**config.mk**
```make
export PLATFORM = sky130hd
export DESIGN_NAME = instr_mem_ctrl
export DESIGN_NICKNAME = d
export VERILOG_FILES = /design/src/rtl/instr_mem_ctrl.sv
export SDC_FILE = /design/constraint.sdc
export NUM_CORES = 2
export LEC_CHECK = 0
export ABC_AREA = 0
export BUFFER_PORTS_ARGS = -buffer_cell sky130_fd_sc_hd__buf_2
export CORE_MARGIN = 4
export CORE_UTILIZATION = 41
export CTS_BUF_LIST = sky130_fd_sc_hd__clkbuf_4
export CTS_CLUSTER_DIAMETER = 30
export DETAILED_ROUTE_END_ITERATION = 16
export PLACE_DENSITY = 0.59
export SLEW_MARGIN = 20
export SYNTH_ARGS = -nofsm -noshare
export SYNTH_HDL_FRONTEND = slang
export SYNTH_SLANG_ARGS = --single-unit
```
**constraint.sdc**
```tcl
create_clock -name clk -period 10.2 [get_ports clk]
set_input_delay 1.02 -clock clk [delete_from_list [all_inputs] [get_ports clk]]
set_output_delay 1.02 -clock clk [all_outputs]
set_load 0.005 [all_outputs]
```
**src/rtl/instr_mem_ctrl.sv**
```systemverilog
// Writable instruction memory for the RV32I fetch stage.
// Fills itself with FILL_WORD after reset, then serves fetches and accepts loader writes.
module instr_mem_ctrl #(
  parameter int unsigned DATA_W = 32,
  parameter int unsigned DEPTH  = 64,
  parameter int unsigned ADDR_W = 32,
  parameter logic [ADDR_W-1:0] BASE_ADDR = '0,
  parameter logic [DATA_W-1:0] FILL_WORD = 32'h0000_0013
) (
  input  logic              clk,
  input  logic              rst_n,
  input  logic              req_valid,
  output logic              req_ready,
  input  logic [ADDR_W-1:0] req_addr,
  output logic              rsp_valid,
  input  logic              rsp_ready,
  output logic [DATA_W-1:0] rsp_data,
  output logic [1:0]        rsp_fault,
  input  logic              ld_valid,
  output logic              ld_ready,
  input  logic [ADDR_W-1:0] ld_addr,
  input  logic [DATA_W-1:0] ld_data,
  output logic              init_done
);

  localparam int unsigned IDX_W = (DEPTH > 1) ? $clog2(DEPTH) : 1;

  typedef enum logic {ST_INIT = 1'b0, ST_RUN = 1'b1} state_e;

  state_e             state_q, state_d;
  logic [IDX_W-1:0]   cnt_q, cnt_d;
  logic               rsp_valid_q, rsp_valid_d;
  logic [DATA_W-1:0]  rsp_data_q, rsp_data_d;
  logic [1:0]         rsp_fault_q, rsp_fault_d;

  logic [DATA_W-1:0]  mem_q [DEPTH];
  logic               mem_we_c;
  logic [IDX_W-1:0]   mem_waddr_c;
  logic [DATA_W-1:0]  mem_wdata_c;

  logic [ADDR_W-1:0]  req_idx, ld_idx;
  logic               req_mis, req_oor, ld_mis, ld_oor;
  logic               req_ready_c, ld_ready_c;

  // Byte address to word index; the wrapped subtraction is covered by the below-base test.
  assign req_idx = ADDR_W'((req_addr - BASE_ADDR) >> 2);
  assign ld_idx  = ADDR_W'((ld_addr - BASE_ADDR) >> 2);
  assign req_mis = (req_addr[1:0] != 2'b00);
  assign ld_mis  = (ld_addr[1:0] != 2'b00);
  assign req_oor = (req_addr < BASE_ADDR) || (req_idx >= ADDR_W'(DEPTH));
  assign ld_oor  = (ld_addr < BASE_ADDR) || (ld_idx >= ADDR_W'(DEPTH));

  always_ff @(posedge clk or negedge rst_n) begin
    if (!rst_n) begin
      state_q     <= ST_INIT;
      cnt_q       <= '0;
      rsp_valid_q <= 1'b0;
      rsp_data_q  <= '0;
      rsp_fault_q <= 2'b00;
    end else begin
      state_q     <= state_d;
      cnt_q       <= cnt_d;
      rsp_valid_q <= rsp_valid_d;
      rsp_data_q  <= rsp_data_d;
      rsp_fault_q <= rsp_fault_d;
    end
  end

  // Array is not reset; the INIT sweep rewrites every word.
  always_ff @(posedge clk) begin
    if (mem_we_c) begin
      mem_q[mem_waddr_c] <= mem_wdata_c;
    end
  end

  always_comb begin
    state_d     = state_q;
    cnt_d       = cnt_q;
    rsp_valid_d = rsp_valid_q;
    rsp_data_d  = rsp_data_q;
    rsp_fault_d = rsp_fault_q;
    mem_we_c    = 1'b0;
    mem_waddr_c = '0;
    mem_wdata_c = FILL_WORD;
    req_ready_c = 1'b0;
    ld_ready_c  = 1'b0;
    case (state_q)
      ST_INIT: begin
        mem_we_c    = 1'b1;
        mem_waddr_c = cnt_q;
        cnt_d       = cnt_q + IDX_W'(1);
        if (cnt_q == IDX_W'(DEPTH - 1)) begin
          state_d = ST_RUN;
          cnt_d   = '0;
        end
      end
      ST_RUN: begin
        req_ready_c = !rsp_valid_q || rsp_ready;
        ld_ready_c  = 1'b1;
        // Read reaches the array before this edge's write lands, giving read-first.
        if (req_valid && req_ready_c) begin
          rsp_valid_d = 1'b1;
          rsp_fault_d = {req_oor, req_mis};
          rsp_data_d  = (req_oor || req_mis) ? '0 : mem_q[req_idx[IDX_W-1:0]];
        end else if (rsp_ready) begin
          rsp_valid_d = 1'b0;
        end
        if (ld_valid && !ld_mis && !ld_oor) begin
          mem_we_c    = 1'b1;
          mem_waddr_c = ld_idx[IDX_W-1:0];
          mem_wdata_c = ld_data;
        end
      end
      default: state_d = ST_INIT;
    endcase
  end

  assign req_ready = req_ready_c;
  assign ld_ready  = ld_ready_c;
  assign rsp_valid = rsp_valid_q;
  assign rsp_data  = rsp_data_q;
  assign rsp_fault = rsp_fault_q;
  assign init_done = (state_q == ST_RUN);

endmodule

```
* After elaboration in Yosys (flattened, before gate mapping)
Memories as Yosys holds them, arrays and structs flattened. Index checks and enable logic that the tools add are counted.
Storage, ports and cells: word-level logic and storage cells 44, memories 1, flip-flop bits (word level) 42, memory bits (read-only) 0, latch bits 0, RAM bits 2048, bits of input ports 101, output and inout bits 38
Memory list:
- mem_q | depth 64, width 32, rd ports 1, clocked after Yosys merged registers in 0, write ports 1, line 36 | logic [DATA_W-1:0] mem_q [DEPTH];
Operators by class: $mul 0, equality and inequality tests 1, divide/modulo/power cells 0, muxes and demuxes 16, $add $sub $neg 1, reduce and logical (&&, ||, !) cells 15, shift-type cells 0, bitwise operators 1, order comparisons 4
Operators with widths (number):
- $mux 32 | 3
- $lt 32x1->1 const B | 2
- $ge 30x7->1 const B | 2
- $mux 6 | 2
- $pmux 6 s2 | 1
- $mux 1 | 9
- $add 6x1->6 const B | 1
- $eq 6x6->1 const B | 1
- $reduce_bool 2->1 | 3
- $logic_or 1x1->1 | 4
- $reduce_and 2->1 | 2
- $logic_and 1x1->1 | 3
- $logic_not 1->1 | 3
- $pmux 1 s2 | 1
- $not 1->1 | 1

* Depth between registers and ports, before layout
depth after elaboration 8, mapped depth 11, gate-level depth less buffers 5

* Worst setup path before layout
No wires, ideal clock.
kind input port to flip-flop, from input ld_addr[19], to memory mem_q[50][0] (enable), data arrival time 3.909 ns, data required time 9.779 ns, library setup time 0.421 ns, buffers on the path 1, stages 6, setup slack 5.870 ns, path through nor4_1 > nand3_1 > clkbuf_1 > o31ai_1 > nand4_1 > nor2_1
Between the ends: cells in the longest elaborated chain, start to end 8, elaborated cells between the ends (all ways) 11, those cells by class order compare (2); mux (6); reduce/logical (3)
RTL lines:
- from (decl) | line 21 | input logic [ADDR_W-1:0] ld_addr,
- $lt 32x1->1 or $ge 30x7->1 (tied branches) | line 51 | assign ld_oor = (ld_addr < BASE_ADDR) || (ld_idx >= ADDR_W'(DEPTH));
- $logic_or 1x1->1 * | line 51
- $logic_not 1->1 * | line 108 | if (ld_valid && !ld_mis && !ld_oor) begin
- $logic_and 1x1->1 * | line 108
- $mux 1 | line 108
- $pmux 1 s2 | line 87 | case (state_q)
- $mux 1 | line 71 | if (mem_we_c) begin
- $mux 1 (implied by the code) | line 72 | mem_q[mem_waddr_c] <= mem_wdata_c;
- to (decl) | line 36
Mark *: on every way between the ends. The rest lies on a longest branch, timed or not.

* Final worst setup path
from input ld_addr[11], to memory mem_q[39][10] (enable)
Same word-level chain as after synthesis.

==> impl_metrics.yaml <==
run_status:
  status: "complete, no violations"
floorplanning:
  io_pins: 139
  die-area_um2: 204000
  core_area_um2: 195000
  fp-row-count: 162
  start_util_pct: 41.3
  dieHeight_um: 452
  die_x_um: 452
routing:
  drc: 0
  totalWireLength_mm: 227
  first_pass_iters: 6
  vias_per_cell: 5.78
  routedWlPerCell_um: 31.2
  ant_nets: 0
  drtIter0Drc: 5026
  num_vias: 42100
synth:
  ys.flop_type: "edfxtp_1"
  synth_top_area_cell: "edfxtp_1"
  synth_most_common_cell: "edfxtp_1"
  netlist_area_um2: 80700
  syn_avg_cell_area_um2: 22.3
  synth_seq_area_share_pct: 77.5
  yosys_warnings: 0
  synth_edf_count: 2048
  synthesis.nets: 3722
  ys_top_cells_by_area: "edfxtp_1 (76%), mux4_2 (14%), mux2i_1 (2.2%), dfrtp_1 (1.3%), a22oi_1 (0.54%)"
  yosysTopAreaCellShare_pct: 76.2
  synth.distinct_cells: 64
  ys_async_sr_fraction_pct: 2.01
  synthCells: 3620
  ys_ff_latch: 2090
  synthTopCellsByCount: "edfxtp_1 (2048), mux4_2 (500), mux2i_1 (179)"
timing:
  setup_viol_count_final: 0
  post-route-min-period_ps: 4060
  max_slew.worst_pin.slew_ps: 1100
  rsz0062_at_grt: "no"
  max_freq_mhz: 246
  period_share_pct: 39.8
  finalClockSkew_ps: 105
  fin_setup_tns_ps: 0
  slew_violations: 0
  setup_ws_ps: 6140
  final-hold-violation-count: 0
  relSlewSlack_pct: 26.0
final_layout:
  fin_util_pct: 47.4
  fillers: 16300
  drive_gt1_share_pct: 38.3
  syn_to_final_growth_pct: 14.6
  fin_nets: 4368
clock_tree:
  cts_resized: 0
  cts.sinks: 2090
  cts_buffers: 567
  cts_tree: "yes"
  ctsHoldBuffers: 4
  clk_pin_slew_worst_paths_ps: 60
  clk_path_buf_depth: 4
  htreeDepth: 6
  worstSkewPairLatency_ps: 1350
  cts_setup_buffers: 0
  root_buffer: "clkbuf_4"
power_and_ir_drop:
  p_leak_nw: 27.1
  irDropWorstVdd_uv: 127
  p_total_mw: 17.0
  powerDensity_nw_per_um2: 184
grt:
  grt.total_usage_pct: 22.2
  grt_pass1_wl_mm: 321
  grt_max_degree: 107
  overflow: 0
  grt_pass1_vias: 42300
  antenna_found_initial: 19
run:
  maxCapViolations: 0
hold_path:
  hp-class: "in2reg"
  hp-start: "req_valid"
worst_setup_path:
  cp.required_ps: 11100
  critPathMaxFanout: 17
  worstReg2RegStart: "init_done"
  path_cells: "buf_2 > nor4b_1 > nand4_1 > o31ai_2 > nand4_1 > nor2_4 > buf_4"
  crit_arrival_ps: 4960
  cpPeakStageDelay_ps: 1070
  crit_path_top_delay_cell: "o31ai_2"
  crit_top_cell: "nand4_1"
  crit_path_end_kind: "register"
  startpoint: "ld_addr[11]"
  criticalPathCategory: "in2reg"
  crit_path_start_kind: "input port"
placement:
  place_congestion: 0.830
  dp_hpwl_mm: 131
  io_buffers: 138
  place_ws_ps: 4950
## routing by layer
| metal | GRT usage (%) | routed length [um] | part of all wire (%) | up-vias |
|---|---|---|---|---|
| li1 | - | - | - | 17100 |
| met1 | 31.1 | 91700 | 40 | 22400 |
| met2 | 34.5 | 108000 | 47 | 2254 |
| met3 | 5.42 | 21500 | 9.5 | 356 |
| met4 | 7.23 | 6240 | 2.8 | 6 |
| met5 | 0 | 32 | 0.014 | - |
## path summary, 6_finish.rpt
path	endpoint	slack, ps	depth (start not counted)
min in group asynchronous	rsp_data[4]	400	3
max in group asynchronous	cnt_q[2]	8990	3
max	mem_q[39][10]	6140	7
min reg2reg	rsp_fault[0]	490	2
min	rsp_valid	170	4
max reg2reg	mem_q[39][10]	6210	5
## layout make-up
class                   count  area, um2  share of cell area, %
clock buffers             825       6190                   6.69
well taps                2624       3280                   3.55
inverters                  11       48.8                 0.0527
multi-input cells        1318      17600                   19.0
flip-flops and latches   2090      62600                   67.6
diodes                     19       47.5                 0.0514
repair buffers            278       2140                   2.31
clock inverters           111        697                  0.753
## sequential cells by signal, indices dropped and copies added (netlist names)
signal	count
mem_q	2048
rsp_data	32
cnt_q	6
rsp_fault	2
init_done	1
rsp_valid	1
## cell families after synthesis
| logic type | after synthesis | share of synthesized area (%) |
|---|---|---|
| buf+inv | 212 | 1.49 |
| compound gates | 255 | 2.42 |
| mux | 687 | 16.3 |
| fa+ha+maj | 1 | 0.0155 |
| simple gates | 373 | 2.28 |
| flops | 2090 | 77.5 |
| xor+xnor | 2 | 0.0217 |
## power by group
group	total, mW	internal, mW	switching (mW)
combinational	0.452	0.162	0.290
sequential	9.28	9.28	0
clock	7.30	3.91	3.38
## through the flow
| step | std cells | instance area, um2 | hold WS [ps] |
|---|---|---|---|
| after floorplan | 3620 | 80700 | 460 |
| after global placement | 6299 | 85100 | 461 |
| after detailed placement | 6312 | 85400 | 473 |
| after CTS | 7252 | 92400 | 35.8 |
| after global routing | 7266 | 92500 | 88.1 |
| final | 7276 | 92500 | 173 |
## critical path: cells and delay by family
family                 cells  cell delay (ps)
AO/OA/AOI/OAI              1             1070
buffers and inverters      2              600
AND/OR/NAND/NOR            4             2220
## cell usage in the layout, fill, tap and decap left out, types with 7 or more instances in the layout
| master | count |
|---|---|
| a2111oi_0 | 7 |
| a211oi_1 | 15 |
| a21oi_1 | 18 |
| a221oi_1 | 21 |
| a22oi_1 | 58 |
| a32oi_1 | 18 |
| and2_1 | 7 |
| and2_2 | 21 |
| and2_4 | 8 |
| buf_12 | 15 |
| buf_16 | 8 |
| buf_2 | 133 |
| buf_4 | 114 |
| bufinv_16 | 9 |
| clkbuf_4 | 825 |
| clkinv_1 | 65 |
| clkinv_2 | 24 |
| dfrtp_1 | 42 |
| diode_2 | 19 |
| edfxtp_1 | 2048 |
| inv_2 | 13 |
| mux2_2 | 8 |
| mux2i_1 | 179 |
| mux4_2 | 500 |
| nand2_1 | 89 |
| nand2b_1 | 15 |
| nand3_1 | 36 |
| nand4_1 | 37 |
| nor2_1 | 23 |
| nor2_4 | 65 |
| nor2b_1 | 11 |
| nor3_1 | 17 |
| nor4_1 | 12 |
| o2111a_1 | 8 |
| o2111ai_1 | 15 |
| o21ai_0 | 8 |
| o21ai_1 | 16 |
| o22ai_1 | 23 |
Note: power is estimated with default switching activity, not from simulation.
